[src/rtl/uart_sched_pkg.sv]
// Shared state encoding and default timing constants for the UART transmit scheduler.
package uart_sched_pkg;

  typedef enum logic [2:0] {
    IDLE,
    WAIT_FREE,
    STROBE,
    WAIT_DONE,
    GAP
  } sched_state_t;

  localparam int BYTES_PER_WORD         = 4;
  localparam int DEFAULT_GAP_CYCLES     = 2;
  localparam int DEFAULT_TIMEOUT_CYCLES = 16384;

endpackage

[src/rtl/uart_tx_scheduler_rr_arbiter2.sv]
// Two-requester round-robin arbiter: on a tie the requester that did not win last time is chosen.
module rr_arbiter2 (
  input  logic [1:0] req,
  input  logic       last_grant,
  input  logic       accept,
  output logic [1:0] grant,
  output logic       winner
);

  always_comb begin
    winner = 1'b0;
    grant  = 2'b00;
    if (req == 2'b11) begin
      winner = ~last_grant;
    end else if (req[1]) begin
      winner = 1'b1;
    end
    if (accept && req[winner]) begin
      grant[winner] = 1'b1;
    end
  end

endmodule

[src/rtl/uart_tx_scheduler.sv]
// Shares one uart_tx byte port between two requesters, sending a single byte or a 32-bit word LSB first.
// Define UART_TX_SCHED_WDT_EN to add a per-byte watchdog that abandons a stuck transfer and sets timeout_err.
module uart_tx_scheduler
  import uart_sched_pkg::*;
#(
  parameter int GAP_CYCLES = DEFAULT_GAP_CYCLES
`ifdef UART_TX_SCHED_WDT_EN
  ,
  parameter int TIMEOUT_CYCLES = DEFAULT_TIMEOUT_CYCLES
`endif
) (
  input  logic        clk,
  input  logic        rst_n,
  input  logic        req0_valid,
  input  logic [31:0] req0_data,
  input  logic        req0_word,
  output logic        req0_ready,
  output logic        req0_done,
  input  logic        req1_valid,
  input  logic [31:0] req1_data,
  input  logic        req1_word,
  output logic        req1_ready,
  output logic        req1_done,
  output logic        tx_send_en,
  output logic [7:0]  tx_data,
  input  logic        tx_active,
  input  logic        tx_done,
  output logic        busy,
  output logic        grant_id,
  output logic        timeout_err
);

  localparam int GAP_W = (GAP_CYCLES > 1) ? $clog2(GAP_CYCLES) : 1;

  sched_state_t     state, state_n;
  logic [31:0]      shift_reg;
  logic [1:0]       bytes_left;
  logic [GAP_W-1:0] gap_cnt;
  logic             last_grant;
  logic [1:0]       grant;
  logic             winner;
  logic             accept;
  logic             done_pulse;
  logic             next_byte;
  logic             wdt_fire;

  rr_arbiter2 u_arb (
    .req        ({req1_valid, req0_valid}),
    .last_grant (last_grant),
    .accept     (state == IDLE),
    .grant      (grant),
    .winner     (winner)
  );

  assign accept     = |grant;
  assign req0_ready = grant[0];
  assign req1_ready = grant[1];
  assign req0_done  = done_pulse & ~grant_id;
  assign req1_done  = done_pulse & grant_id;
  assign tx_data    = shift_reg[7:0];
  assign busy       = (state != IDLE);

  always_ff @(posedge clk or negedge rst_n) begin
    if (!rst_n) begin
      state <= IDLE;
    end else begin
      state <= state_n;
    end
  end

  always_comb begin
    state_n    = state;
    tx_send_en = 1'b0;
    done_pulse = 1'b0;
    next_byte  = 1'b0;
    case (state)
      IDLE:      if (accept) state_n = WAIT_FREE;
      WAIT_FREE: if (!tx_active) state_n = STROBE;
      STROBE: begin
        tx_send_en = 1'b1;
        state_n    = WAIT_DONE;
      end
      WAIT_DONE: if (tx_done) state_n = GAP;
      GAP: begin
        if (gap_cnt == '0) begin
          if (bytes_left == 2'd0) begin
            done_pulse = 1'b1;
            state_n    = IDLE;
          end else begin
            next_byte = 1'b1;
            state_n   = WAIT_FREE;
          end
        end
      end
      default:   state_n = IDLE;
    endcase
    // The watchdog overrides whatever the byte sequencing wanted this cycle.
    if (wdt_fire) begin
      done_pulse = 1'b1;
      state_n    = IDLE;
    end
  end

  always_ff @(posedge clk or negedge rst_n) begin
    if (!rst_n) begin
      shift_reg  <= '0;
      bytes_left <= 2'd0;
      gap_cnt    <= '0;
      grant_id   <= 1'b0;
      last_grant <= 1'b1;
    end else begin
      if (state == IDLE && accept) begin
        shift_reg  <= winner ? req1_data : req0_data;
        bytes_left <= (winner ? req1_word : req0_word) ? 2'(BYTES_PER_WORD - 1) : 2'd0;
        grant_id   <= winner;
        last_grant <= winner;
      end else if (next_byte) begin
        shift_reg  <= {8'h00, shift_reg[31:8]};
        bytes_left <= bytes_left - 2'd1;
      end
      if (state == WAIT_DONE && tx_done) begin
        gap_cnt <= GAP_W'(GAP_CYCLES - 1);
      end else if (state == GAP && gap_cnt != '0) begin
        gap_cnt <= gap_cnt - 1'b1;
      end
    end
  end

`ifdef UART_TX_SCHED_WDT_EN
  localparam int WDT_W = (TIMEOUT_CYCLES > 1) ? $clog2(TIMEOUT_CYCLES) : 1;

  logic [WDT_W-1:0] wdt_cnt;
  logic             timeout_q;

  // Counts cycles spent waiting on uart_tx; restarts whenever the state changes.
  assign wdt_fire    = ((state == WAIT_FREE) || (state == WAIT_DONE)) &&
                       (wdt_cnt == WDT_W'(TIMEOUT_CYCLES - 1));
  assign timeout_err = timeout_q | wdt_fire;

  always_ff @(posedge clk or negedge rst_n) begin
    if (!rst_n) begin
      wdt_cnt   <= '0;
      timeout_q <= 1'b0;
    end else begin
      if (state_n != state) begin
        wdt_cnt <= '0;
      end else if (state == WAIT_FREE || state == WAIT_DONE) begin
        wdt_cnt <= wdt_cnt + 1'b1;
      end
      if (wdt_fire) begin
        timeout_q <= 1'b1;
      end
    end
  end
`else
  assign wdt_fire    = 1'b0;
  assign timeout_err = 1'b0;
`endif

endmodule

[config.mk]
export PLATFORM = sky130hd
export DESIGN_NAME = uart_tx_scheduler
export DESIGN_NICKNAME = d
export VERILOG_FILES = /design/src/rtl/uart_sched_pkg.sv /design/src/rtl/uart_tx_scheduler_rr_arbiter2.sv /design/src/rtl/uart_tx_scheduler.sv
export SDC_FILE = /design/constraint.sdc
export NUM_CORES = 1
export LEC_CHECK = 0
export CAP_MARGIN = 30
export CORE_MARGIN = 8
export CORE_UTILIZATION = 48
export DETAILED_ROUTE_END_ITERATION = 8
export PLACE_DENSITY_LB_ADDON = 0.25
export SLEW_MARGIN = 20
export SYNTH_ARGS = -nofsm -noshare
export SYNTH_HDL_FRONTEND = slang
export SYNTH_SLANG_ARGS = --single-unit
[constraint.sdc]
create_clock -name clk -period 6.2 [get_ports clk]
set_clock_uncertainty 0.15 [all_clocks]
set_input_delay 1.86 -clock clk [delete_from_list [all_inputs] [get_ports clk]]
set_output_delay 1.86 -clock clk [all_outputs]
set_load 0.02 [all_outputs]
==> summary.txt, run 1 <==
======================================================================================
Result of the run                                                         finished clean
Most repeated cell in the gate-level netlist after synthesis                   dfrtp_1
Beginning of the worst hold path                                          shift_reg[5]$_DFFE_PN0P_
Crit. End Element                                                         primary output
Antenna cell count                                                                   0
Cell with the most instances on the worst path                            clkdlybuf4s50_1
Pwr dens                                                                    431 mW/mm²
Sequence of cells on the critical path                                    clkdlybuf4s50_1, a21boi_2, and2_1, clkdlybuf4s50_1
Ratio of final minimum period to clock period                                    0.873
Via count                                                                         2615
Flip-flop count of the largest register, all copies and words added                 32
Met1 Use GR                                                                      0.240
CORE AREA                                                                  0.00551 mm²
Synthesized cell area                                                      0.00273 mm²
Ratio of routed vias to standard cells                                            6.32
Number of detailed-route iterations in the first pass                                4
Slowest-stage cell, CP                                                    clkdlybuf4s50_1
Remaining antenna violation count after routing                                      0
Kind of critical path                                                        in -> out
Die outline height                                                             91.4 µm
Time the final worst path needs with I/O delays and setup                      5.41 ns
Worst-Margin Slew                                                             0.642 ns
Total routing usage reported by global routing                                   0.189
Synth warnings                                                                       0
Peak clock frequency supported by timing                                     0.185 GHz
Startpoint Class                                                             input pin
Crit path largest cell delay                                                   0.63 ns
Post-cts hold buffer count                                                           0
Post_cts resized                                                                     0
H-tree depth reported by CTS                                                         2
Share of cells above drive strength 1                                            0.135
Hold Path End                                                             shift_reg[5]$_DFFE_PN0P_
Clock latency of the later-clocked register in the worst-skew pair             0.29 ns
Worst R2R Path Depth                                                                 7
Die Area                                                                   0.00835 mm²
Synthesized instance count                                                         284
Count of boundary I/O pins                                                          88
FF+latch count, synth                                                               40
Via count of the first global-routing pass                                        2615
Startpoint of the most critical setup path                                  req1_valid
RePlAce Congestion                                                               0.753
DRT iter0 DRCs                                                                     121
Reg-to-reg startpoint                                                     bytes_left[0]$_DFFE_PN0P_
CTS sink count                                                                      40
Number of hold-slack violations in the final timing report                           0
WL per Instance                                                                19.4 µm
Data required, critical path                                                   4.19 ns
Cell type contributing the most total cell area after synthesis                dfrtp_1
Cts bufs inserted                                                                    5
Cell variety after synth                                                            44
Maximum number of pins on one net before global-route repair                        52
Most area-consuming cells after synthesis                                 dfrtp_1 36%, o32ai_2 11%, a32oi_1 8.3%
RSZ-0062 raised after global routing                                             false
Mean cell area of the mapped netlist                                          9.60 µm²
Number of buffers inserted to repair setup after CTS                                 0
Placement row count                                                                 27
Clock tree buffer depth                                                              2
Primary flip-flop cell chosen by synthesis mapping                             dfrtp_1
End of the worst register-to-register path                                shift_reg[1]$_DFFE_PN0P_
Cell area after layout                                                     0.00361 mm²
Detailed Place HPWL                                                            5410 µm
Cell chosen for the clock root                                                clkbuf_8
Routing usage on met3                                                           0.0436
Maximum capacitance violations                                                       0
Leakage Power                                                               0.00134 µW
Register-to-register setup slack                                               3.67 ns
Hold Path Stages                                                                     2
Busiest layer in global routing                                                   met2
Proportion of synthesized flip-flops having asynchronous set or reset             1.00
Remaining Overflow, GRT                                                              0
Top cell types by occurrence after synthesis                              39 x dfrtp_1, 34 x nand3_1, 33 x nand4_1
Initial antenna violation count                                                      0
Starting Density                                                                 0.495
Setup TNS                                                                         0 ns
Slew headroom                                                                    0.571
Largest fanout of any net on the critical path                                       4
Part of the Yosys area used for sequential elements                              0.367
Combined buffer and inverter count along the critical path                           2
Final setup violation count                                                          0
Number of flops mapped to enable cells by yosys                                      0
Area growth, synth to finish                                                     32.3%
Nets in the synthesized netlist                                                    357
GRT met2 Usage                                                                   0.312
Wire length of the first global-routing pass                                  13200 µm
Placement-stage cell area                                                  0.00349 mm²
Worst endpoint data arrival time                                               3.40 ns
Number of nets in the layout                                                       414
Detailed-route DRC error count                                                       0
Number of port buffers                                                              86
TritonCTS clock tree                                                             built
Max-slew violation total from the final report                                       0
Clock slew at the register clock pins of the worst setup and hold paths        0.08 ns
Total wire length after detailed routing                                       8050 µm
Synth top area share                                                             0.358
Kind of path behind the tightest hold check                                 reg -> reg
Die Span X                                                                     91.4 µm
Worst IR Drop VDD                                                             0.212 mV
Gate family responsible for the most delay along the worst path           buffers and inverters
======================================================================================
-- stage by stage --
step | total power (µW) | instances | setup WS (ns) | util | hold slack [ns]
4_1_cts | 1560 | 413 | 0.791 | 0.650 | 0.367
6_report | 1550 | 414 | 0.789 | 0.655 | 0.368
3_3_place_gp | 1340 | 404 | 0.830 | 0.632 | 0.351
2_1_floorplan | 1150 | 284 | 1.51 | - | 0.339
3_5_place_dp | 1370 | 405 | 0.796 | 0.634 | 0.354
5_1_grt | 1660 | 414 | 0.740 | 0.655 | 0.392
-- per-layer routing --
metal / vias to the layer above / part of all wire
li1: 1225 / -
met1: 1304 / 0.43
met2: 78 / 0.51
met3: 8 / 0.047
met4: 0 / 0.014
met5: - / 0
-- worst reg2reg max path, stage by stage (launching register included) --
cell and delay [ns]:
dfrtp_1 0.36, inv_1 0.11, ha_1 0.16, buf_4 0.38, inv_1 0.31, a22oi_2 0.58
buf_6 0.26, a32oi_1 0.09
-- where the power goes --
| group | internal, µW | switching, µW | leakage (µW) |
|---|---|---|---|
| logic | 357 | 491 | 0.000824 |
| clock network | 91.0 | 91.5 | 0.0000455 |
| registers | 403 | 121 | 0.000471 |
-- cell type report --
cell class,count,area [µm²]
flip-flops and latches,40,1000
well taps,72,90.1
multi-input cells,169,1360
clock buffers,8,90.1
fillers,453,1900
repair buffers,96,955
inverters,29,109
-- worst max-delay path by stage --
stage | depth (start not counted) | slack [ns] | end
finish | 4 | 0.79 | req1_ready
detailed placement | 4 | 0.80 | req1_ready
floorplan | 4 | 1.51 | req0_ready
CTS | 4 | 0.79 | req1_ready
global route | 4 | 0.74 | req1_ready
global placement | 4 | 0.83 | req1_ready
-- placed cells by master, fill, tap and decap left out, types with 2 or more instances in the layout --
cell type         n
nand2_1           2
buf_4             8
nand2b_1          3
nand4_1          33
clkdlybuf4s50_1  85
a21o_1            2
o32ai_1           6
dfrtp_1          39
a32oi_1          26
o31ai_1           2
o32ai_2          19
nor2_1            3
a31oi_1           8
a221oi_1          8
clkbuf_1          2
nand3_1          34
inv_1            28
clkbuf_8          6
and3_1            2
-- cell families (layout without fill, tap and decap cells) --
logic type / count (synthesis) / in the layout / share of synthesized area
multiplexers: 1 / 1 / 0.00367
AO/OA/AOI/OAI: 80 / 80 / 0.300
flip-flops: 40 / 40 / 0.367
buffers and inverters: 75 / 133 / 0.139
other: 1 / 1 / 0.00137
adder cells (fa/ha/maj): 1 / 1 / 0.00459
AND/OR/NAND/NOR: 86 / 86 / 0.185
(Power assumes the default switching activity.)
==> run 2: changes to the inputs <==
--- a/config.mk
+++ b/config.mk
@@ -7,7 +7,7 @@
 export LEC_CHECK = 0
 export CAP_MARGIN = 30
 export CORE_MARGIN = 8
-export CORE_UTILIZATION = 48
+export CORE_UTILIZATION = 30
 export DETAILED_ROUTE_END_ITERATION = 8
 export PLACE_DENSITY_LB_ADDON = 0.25
 export SLEW_MARGIN = 20
==> summary.txt, run 2 (synthesized netlist as in run 1, its figures left out) <==
======================================================================================
TritonCTS clock tree                                                             built
Number of detailed-route iterations in the first pass                                4
Flip-flop count of the largest register, all copies and words added                 32
Die Area                                                                    0.0124 mm²
Slew headroom                                                                    0.557
Clock latency of the later-clocked register in the worst-skew pair             0.30 ns
Largest fanout of any net on the critical path                                      13
Clock tree buffer depth                                                              2
Area growth, synth to finish                                                     35.6%
Count of boundary I/O pins                                                          88
Startpoint of the most critical setup path                                  req0_valid
Total wire length after detailed routing                                       9040 µm
Maximum number of pins on one net before global-route repair                        50
RePlAce Congestion                                                               0.760
Data required, critical path                                                   4.19 ns
WL per Instance                                                                20.0 µm
Pwr dens                                                                    444 mW/mm²
Starting Density                                                                 0.311
Register-to-register setup slack                                               3.82 ns
Leading cell type in the layout, fill and taps excluded                   clkdlybuf4s50_1
CTS sink count                                                                      40
DRT iter0 DRCs                                                                     215
Post_cts resized                                                                     0
Die Span X                                                                      111 µm
Ratio of routed vias to standard cells                                            5.77
Number of port buffers                                                              86
Detailed Place HPWL                                                            6040 µm
Number of buffers inserted to repair setup after CTS                                 0
Antenna cell count                                                                   0
Kind of path behind the tightest hold check                                 reg -> reg
Startpoint Class                                                             input pin
Cts bufs inserted                                                                    5
Maximum capacitance violations                                                       0
End of the worst register-to-register path                                shift_reg[24]$_DFFE_PN0P_
Number of nets in the layout                                                       416
Worst endpoint data arrival time                                               3.45 ns
Detailed-route DRC error count                                                       0
CORE AREA                                                                  0.00876 mm²
Crit. End Element                                                         primary output
Via count                                                                         2609
Fill cell count                                                                    871
Initial antenna violation count                                                      0
Die outline height                                                              111 µm
Placed cell count                                                                  442
Worst hold-check slack                                                        0.370 ns
Worst-Margin Slew                                                             0.664 ns
Cell chosen for the clock root                                                clkbuf_8
Setup TNS                                                                         0 ns
Peak clock frequency supported by timing                                     0.183 GHz
Worst IR Drop VDD                                                             0.229 mV
Number of hold-slack violations in the final timing report                           0
Share of cells above drive strength 1                                            0.140
Max-slew violation total from the final report                                       0
H-tree depth reported by CTS                                                         2
Worst R2R Path Depth                                                                 5
RSZ-0062 raised after global routing                                             false
Remaining Overflow, GRT                                                              0
Placement row count                                                                 34
Leakage Power                                                               0.00137 µW
Total routing usage reported by global routing                                   0.142
Remaining antenna violation count after routing                                      0
Via count of the first global-routing pass                                        2740
Commonest cells after routing, fill and taps aside                        85 x clkdlybuf4s50_1, 39 x dfrtp_1, 34 x nand3_1
Reg-to-reg startpoint                                                     state[1]$_DFFE_PN0P_
Time the final worst path needs with I/O delays and setup                      5.46 ns
Ratio of final minimum period to clock period                                    0.880
Post-cts hold buffer count                                                           0
Wire length of the first global-routing pass                                  14700 µm
Critical path capture point                                                 req1_ready
Result of the run                                                         finished clean
Non-filler cells, final                                                            452
Final setup violation count                                                          0
Kind of critical path                                                        in -> out
Clock slew at the register clock pins of the worst setup and hold paths        0.08 ns
======================================================================================
-- run 2: changes by cell type in the layout (fill, tap and decap cells not counted) --
cell and change:
clkbuf_1 -1, clkbuf_8 -1, nor4b_2 -1, buf_16 -1, bufinv_16 +2, buf_12 +1
nor4b_1 +1, buf_4 +2
-- run 2: worst min path at each step --
stage,start,to,slack [ns],cells past startpoint
3_5_place_dp,shift_reg[2]$_DFFE_PN0P_,shift_reg[2]$_DFFE_PN0P_,0.35,2
4_1_cts,shift_reg[2]$_DFFE_PN0P_,shift_reg[2]$_DFFE_PN0P_,0.37,2
3_3_place_gp,shift_reg[7]$_DFFE_PN0P_,shift_reg[7]$_DFFE_PN0P_,0.35,2
2_1_floorplan,shift_reg[20]$_DFFE_PN0P_,shift_reg[20]$_DFFE_PN0P_,0.34,2
6_report,shift_reg[2]$_DFFE_PN0P_,shift_reg[2]$_DFFE_PN0P_,0.37,2
5_1_grt,shift_reg[23]$_DFFE_PN0P_,shift_reg[23]$_DFFE_PN0P_,0.38,2
-- run 2: layout make-up --
type | instances | area, µm² | share of cell area
repair buffers | 98 | 962 | 0.260
flip-flops and latches | 40 | 1000 | 0.271
clock inverters | 2 | 60.1 | 0.0162
clock buffers | 6 | 72.6 | 0.0196
multi-input cells | 169 | 1360 | 0.367
inverters | 29 | 109 | 0.0294
well taps | 108 | 135 | 0.0365
-- run 2: power by group --
group	leakage [µW]	switching, µW	internal (µW)	total [µW]
logic	0.000830	500	356	856
registers	0.000471	125	403	528
clock network	0.0000654	97.5	161	259
total	0.00137	723	920	1640
-- run 2: per-stage QoR --
stage	utilization	setup WS, ns	area [µm²]	total power (µW)
floorplan	-	1.51	2730	1150
global placement	0.403	0.728	3530	1370
detailed placement	0.403	0.739	3530	1380
CTS	0.418	0.731	3670	1650
global route	0.422	0.665	3700	1760
finish	0.422	0.741	3700	1640
-- run 2: routing by layer --
layer,up-vias,wire (µm),global-route usage,share of wire
met3,9,496,0.0349,0.055
met5,-,0,0,0
met2,78,4310,0.236,0.48
li1,1225,-,-,-
met1,1297,4150,0.179,0.46
met4,0,85,0.0373,0.0094
-- run 2: critical path, cell delays in order --
cell and delay [ns]:
clkdlybuf4s50_1 0.42, buf_4 0.20, a21boi_2 0.14, and2_1 0.18, clkdlybuf4s50_1 0.65
